## config.mk

```make
export PLATFORM = sky130hd
export DESIGN_NAME = ieee_adder_sequencer
export DESIGN_NICKNAME = d
export VERILOG_FILES = /design/src/rtl/ieee_adder_sequencer.sv
export SDC_FILE = /design/constraint.sdc
export NUM_CORES = 1
export LEC_CHECK = 0
export BUFFER_PORTS_ARGS = -buffer_cell sky130_fd_sc_hd__buf_2
export CELL_PAD_IN_SITES_DETAIL_PLACEMENT = 1
export CELL_PAD_IN_SITES_GLOBAL_PLACEMENT = 1
export CORE_MARGIN = 3
export CORE_UTILIZATION = 28
export CTS_CLUSTER_SIZE = 30
export DETAILED_ROUTE_END_ITERATION = 10
export PLACE_DENSITY_LB_ADDON = 0.25
export SETUP_SLACK_MARGIN = 0.05
export SLEW_MARGIN = 10
export SYNTH_ARGS = -nofsm -noshare
export SYNTH_HDL_FRONTEND = slang
export SYNTH_SLANG_ARGS = --single-unit
```

## constraint.sdc

```tcl
create_clock -name clk -period 1.7 [get_ports clk]
set_input_delay 0.17 -clock clk [delete_from_list [all_inputs] [get_ports clk]]
set_output_delay 0.17 -clock clk [all_outputs]
set_load 0.05 [all_outputs]
```

## src/rtl/ieee_adder_sequencer.sv

```systemverilog
// Request/response sequencer around an external IEEE-754 single-precision adder.
// One operation in flight: register operands, wait the adder latency, capture and classify.
module ieee_adder_sequencer #(
    parameter int ADD_LATENCY = 0,
    parameter int CNT_W       = 16
) (
    input  logic             clk,
    input  logic             rst_n,
    input  logic             in_valid,
    output logic             in_ready,
    input  logic [31:0]      in_a,
    input  logic [31:0]      in_b,
    input  logic             in_op,
    output logic [31:0]      number1,
    output logic [31:0]      number2,
    output logic             op,
    input  logic [31:0]      result,
    output logic             out_valid,
    input  logic             out_ready,
    output logic [31:0]      out_result,
    output logic [3:0]       out_flags,
    output logic             busy,
    output logic [CNT_W-1:0] op_count
);

    localparam int LW = (ADD_LATENCY > 0) ? $clog2(ADD_LATENCY + 1) : 1;

    typedef enum logic [1:0] {
        IDLE,
        WAIT,
        HOLD
    } state_t;

    state_t          state;
    logic [LW-1:0]   lat_cnt;

    // Flag order is {nan, inf, zero, denorm}; at most one bit can be set.
    function automatic logic [3:0] classify(input logic [31:0] r);
        logic [7:0]  ex;
        logic [22:0] man;
        ex  = r[30:23];
        man = r[22:0];
        return {(ex == 8'hFF) && (man != '0),
                (ex == 8'hFF) && (man == '0),
                (ex == 8'h00) && (man == '0),
                (ex == 8'h00) && (man != '0)};
    endfunction

    always_ff @(posedge clk) begin
        if (!rst_n) begin
            state      <= IDLE;
            lat_cnt    <= '0;
            number1    <= '0;
            number2    <= '0;
            op         <= 1'b0;
            out_valid  <= 1'b0;
            out_result <= '0;
            out_flags  <= '0;
            busy       <= 1'b0;
            op_count   <= '0;
        end else begin
            case (state)
                IDLE: begin
                    if (in_valid) begin
                        number1 <= in_a;
                        number2 <= in_b;
                        op      <= in_op;
                        lat_cnt <= LW'(ADD_LATENCY);
                        busy    <= 1'b1;
                        state   <= WAIT;
                    end
                end
                WAIT: begin
                    if (lat_cnt == '0) begin
                        out_result <= result;
                        out_flags  <= classify(result);
                        out_valid  <= 1'b1;
                        state      <= HOLD;
                    end else begin
                        lat_cnt <= lat_cnt - 1'b1;
                    end
                end
                HOLD: begin
                    // Returning to IDLE here keeps a new accept out of the handshake cycle.
                    if (out_ready) begin
                        out_valid <= 1'b0;
                        op_count  <= op_count + 1'b1;
                        busy      <= 1'b0;
                        state     <= IDLE;
                    end
                end
                default: state <= IDLE;
            endcase
        end
    end

    assign in_ready = rst_n && (state == IDLE);

endmodule

```

==> results_dict.tcl <==
set metrics [dict create \
    status "finished, final reports clean" \
    cts_max_path_buffers 2 \
    die_y_um 131 \
    required_ns 2.04 \
    cp-start-kind "flip-flop" \
    rsz0062_at_grt "false" \
    power.leakage_nw 3.18 \
    netlist_area_mm2 0.00441 \
    synthDistinctLibCells 31 \
    drc 0 \
    finalNetCount 932 \
    syn_to_final_growth_pct 58.9 \
    syn_area_per_cell_um2 7.96 \
    dieArea_mm2 0.0173 \
    tritoncts "done" \
    postPlaceCellArea_mm2 0.00586 \
    crit_fanout 3 \
    cts_sinks 121 \
    final_util_pct 45.7 \
    switching_power_mw 2.23 \
    layout_common_cells "buf_2 (220), nand2_1 (202), dfxtp_1 (109), a21oi_1 (103), dlygate4sd3_1 (51)" \
    powerDensity_mw_per_mm2 1140 \
    finalNonFillerCells 1053 \
    relSlewSlack_pct 54.5 \
    initialDrtViolationCount 152 \
    first_global_vias 5024 \
    cp.arrival_ns 1.94 \
    portBuffers 220 \
    fin_area_mm2 0.00700 \
    ys_ff_latch 121 \
    initial_core_util_pct 28.8 \
    ys_seq_area_share_pct 54.9 \
    fp.dieW_um 131 \
    power_frac_clock_pct 45.2 \
    ys_top_cells_by_area "dfxtp_1 (55%), nand2_1 (17%), a21oi_1 (12%), clkbuf_1 (2.6%), nand4_1 (1.4%)" \
    syn_inst 554 \
    r2r_slack_ns 0.1 \
    power_mw 7.96 \
    finalHoldViolCount 0 \
    grt_pass1_wl_mm 25.3 \
    layout_commonest_cell "buf_2" \
    clock_skew_ns 0.00609 \
    postRouteAntennaNets 0 \
    antenna_cells 0 \
    cts-buffers-inserted 17 \
    crit_path_end_kind "flip-flop" \
    wl_per_cell_um 14.8 \
    fp.coreArea_mm2 0.0153 \
    setup.worst_path.class "flip-flop to flip-flop" \
    worst_pin_slew_ns 0.682 \
    pwr-share-seq_pct 38.3 \
    antenna_found_initial 1 \
    synth_top_area_share_pct 54.9 \
    place_inst 967 \
    grt_usage_pct 17.8 \
    ys.warnings.count 0 \
    drive_above_1_share_pct 34.8 \
    slew_viol_final 0 \
    vias_per_cell 4.62 \
    setup_viol 0 \
    dr.pass1.iters 4 \
    via_count 4861 \
    peakVddDrop_mv 0.618 \
    syn_nets 656 \
    clk_latency_ns 0.41 \
    post-route-min-period_ns 1.60 \
    io_pins 221 \
    hold_path.class "input port to flip-flop" \
    clockRootBuffer "clkbuf_16" \
    swShare_pct 28.0 \
    drt-total-wl_mm 15.6 \
    dp_hpwl_mm 10.8 \
    p_int_mw 5.73 \
    p_comb_share_pct 16.5 \
    synth_largest_area_cell "dfxtp_1" \
    max_clock_freq_ghz 0.624 \
    fin_crit_sh_pct 94.2 \
    h-tree-depth 4 \
    overflow 0 \
    rows 45 \
    finalSetupTns_ns 0 \
    routabilityCongestion 0.817 \
    cap_violations 0 \
    path_clk_slew_ns 0.05 \
    grt_max_degree 66 \
    fill_cells 1896 \
]
-- synth_stat cells (all sizes together) --
cell type,n
nand2,203
dfxtp,121
a21oi,105
clkbuf,30
nor2,14
nand4,10
o21ai,10
nor4,9
nand3,8
xor2,6
buf,5
nor3,4
or3,4
xnor2,4
or4,3
and2,2
and3,2
inv,2
nand3b,2
or2,2
and4,1
and4b,1
ha,1
mux2i,1
nand2b,1
nand4b,1
o31ai,1
or2b,1
-- cell type report --
| type | count | area, µm² | area share, % |
|---|---|---|---|
| clock inverters | 9 | 123 | 1.75 |
| repair buffers | 292 | 1820 | 26.0 |
| well taps | 211 | 264 | 3.77 |
| clock buffers | 22 | 464 | 6.63 |
| flip-flops and latches | 121 | 2450 | 35.0 |
| multi-input cells | 396 | 1870 | 26.7 |
| inverters | 2 | 8.76 | 0.125 |
-- metrics by stage --
stage	hold WS (ns)	worst slack [ns]
after global placement	0.410	0.0940
after floorplan	0.306	-0.0276
final	0.00990	0.0986
after CTS	0.0000620	0.0634
after detailed placement	0.421	0.0733
after global routing	0.00440	0.0581
-- sequential cells by signal (all words and copies together), names as in the netlist --
| signal | flops |
|---|---|
| busy | 1 |
| number1 | 32 |
| number2 | 32 |
| op | 1 |
| op_count | 16 |
| out_flags | 4 |
| out_result | 32 |
| out_valid | 1 |
| state | 2 |
-- power groups by stage --
stage	clock (mW)	sequential [mW]	combinational [mW]
after floorplan	0	3.59	0.319
after global placement	0	3.10	1.21
final	3.60	3.05	1.31
after CTS	3.71	3.05	1.32
after detailed placement	0	3.11	1.23
after global routing	3.83	3.06	1.41
-- final timing paths --
| path | depth (start not counted) | endpoint | startpoint |
|---|---|---|---|
| setup / recovery | 4 | op_count[13] | state[0] |
| hold reg to reg | 2 | out_result[21] | out_result[21] |
| hold / removal | 3 | number1[22] | in_a[22] |
| setup reg to reg | 4 | op_count[13] | state[0] |
-- worst max-delay path, stage by stage (launching register included) --
cell	delay [ns]
dfxtp_1	0.31
nand4b_4	0.17
or4_4	0.56
or3_1	0.34
a21oi_2	0.14
-- routing by layer --
metal,share of wire (%),GRT usage [%]
met1,42,20.7
met2,48,29.3
met3,7.7,6.47
met4,2.6,7.99
met5,0.13,0
-- kinds of logic (layout without fill, tap and decap cells) --
| family | count (synthesis) | count (layout) | share of synthesized area, % |
|---|---|---|---|
| buf+inv | 37 | 325 | 3.18 |
| mux | 1 | 1 | 0.227 |
| fa+ha+maj | 1 | 1 | 0.284 |
| flops | 121 | 121 | 54.9 |
| compound gates | 116 | 116 | 13.2 |
| simple gates | 268 | 268 | 26.2 |
| xor+xnor | 10 | 10 | 1.99 |
-- what timing repair did --
item / CTS / global route
buffers inserted: 0 / 4
hold buffers: 51 / 0
endpoints found under the setup margin: 0 / 4
resized for setup: 0 / 6
hold endpoints to repair: 51 / 0
Power figures use the tool's default switching activity.
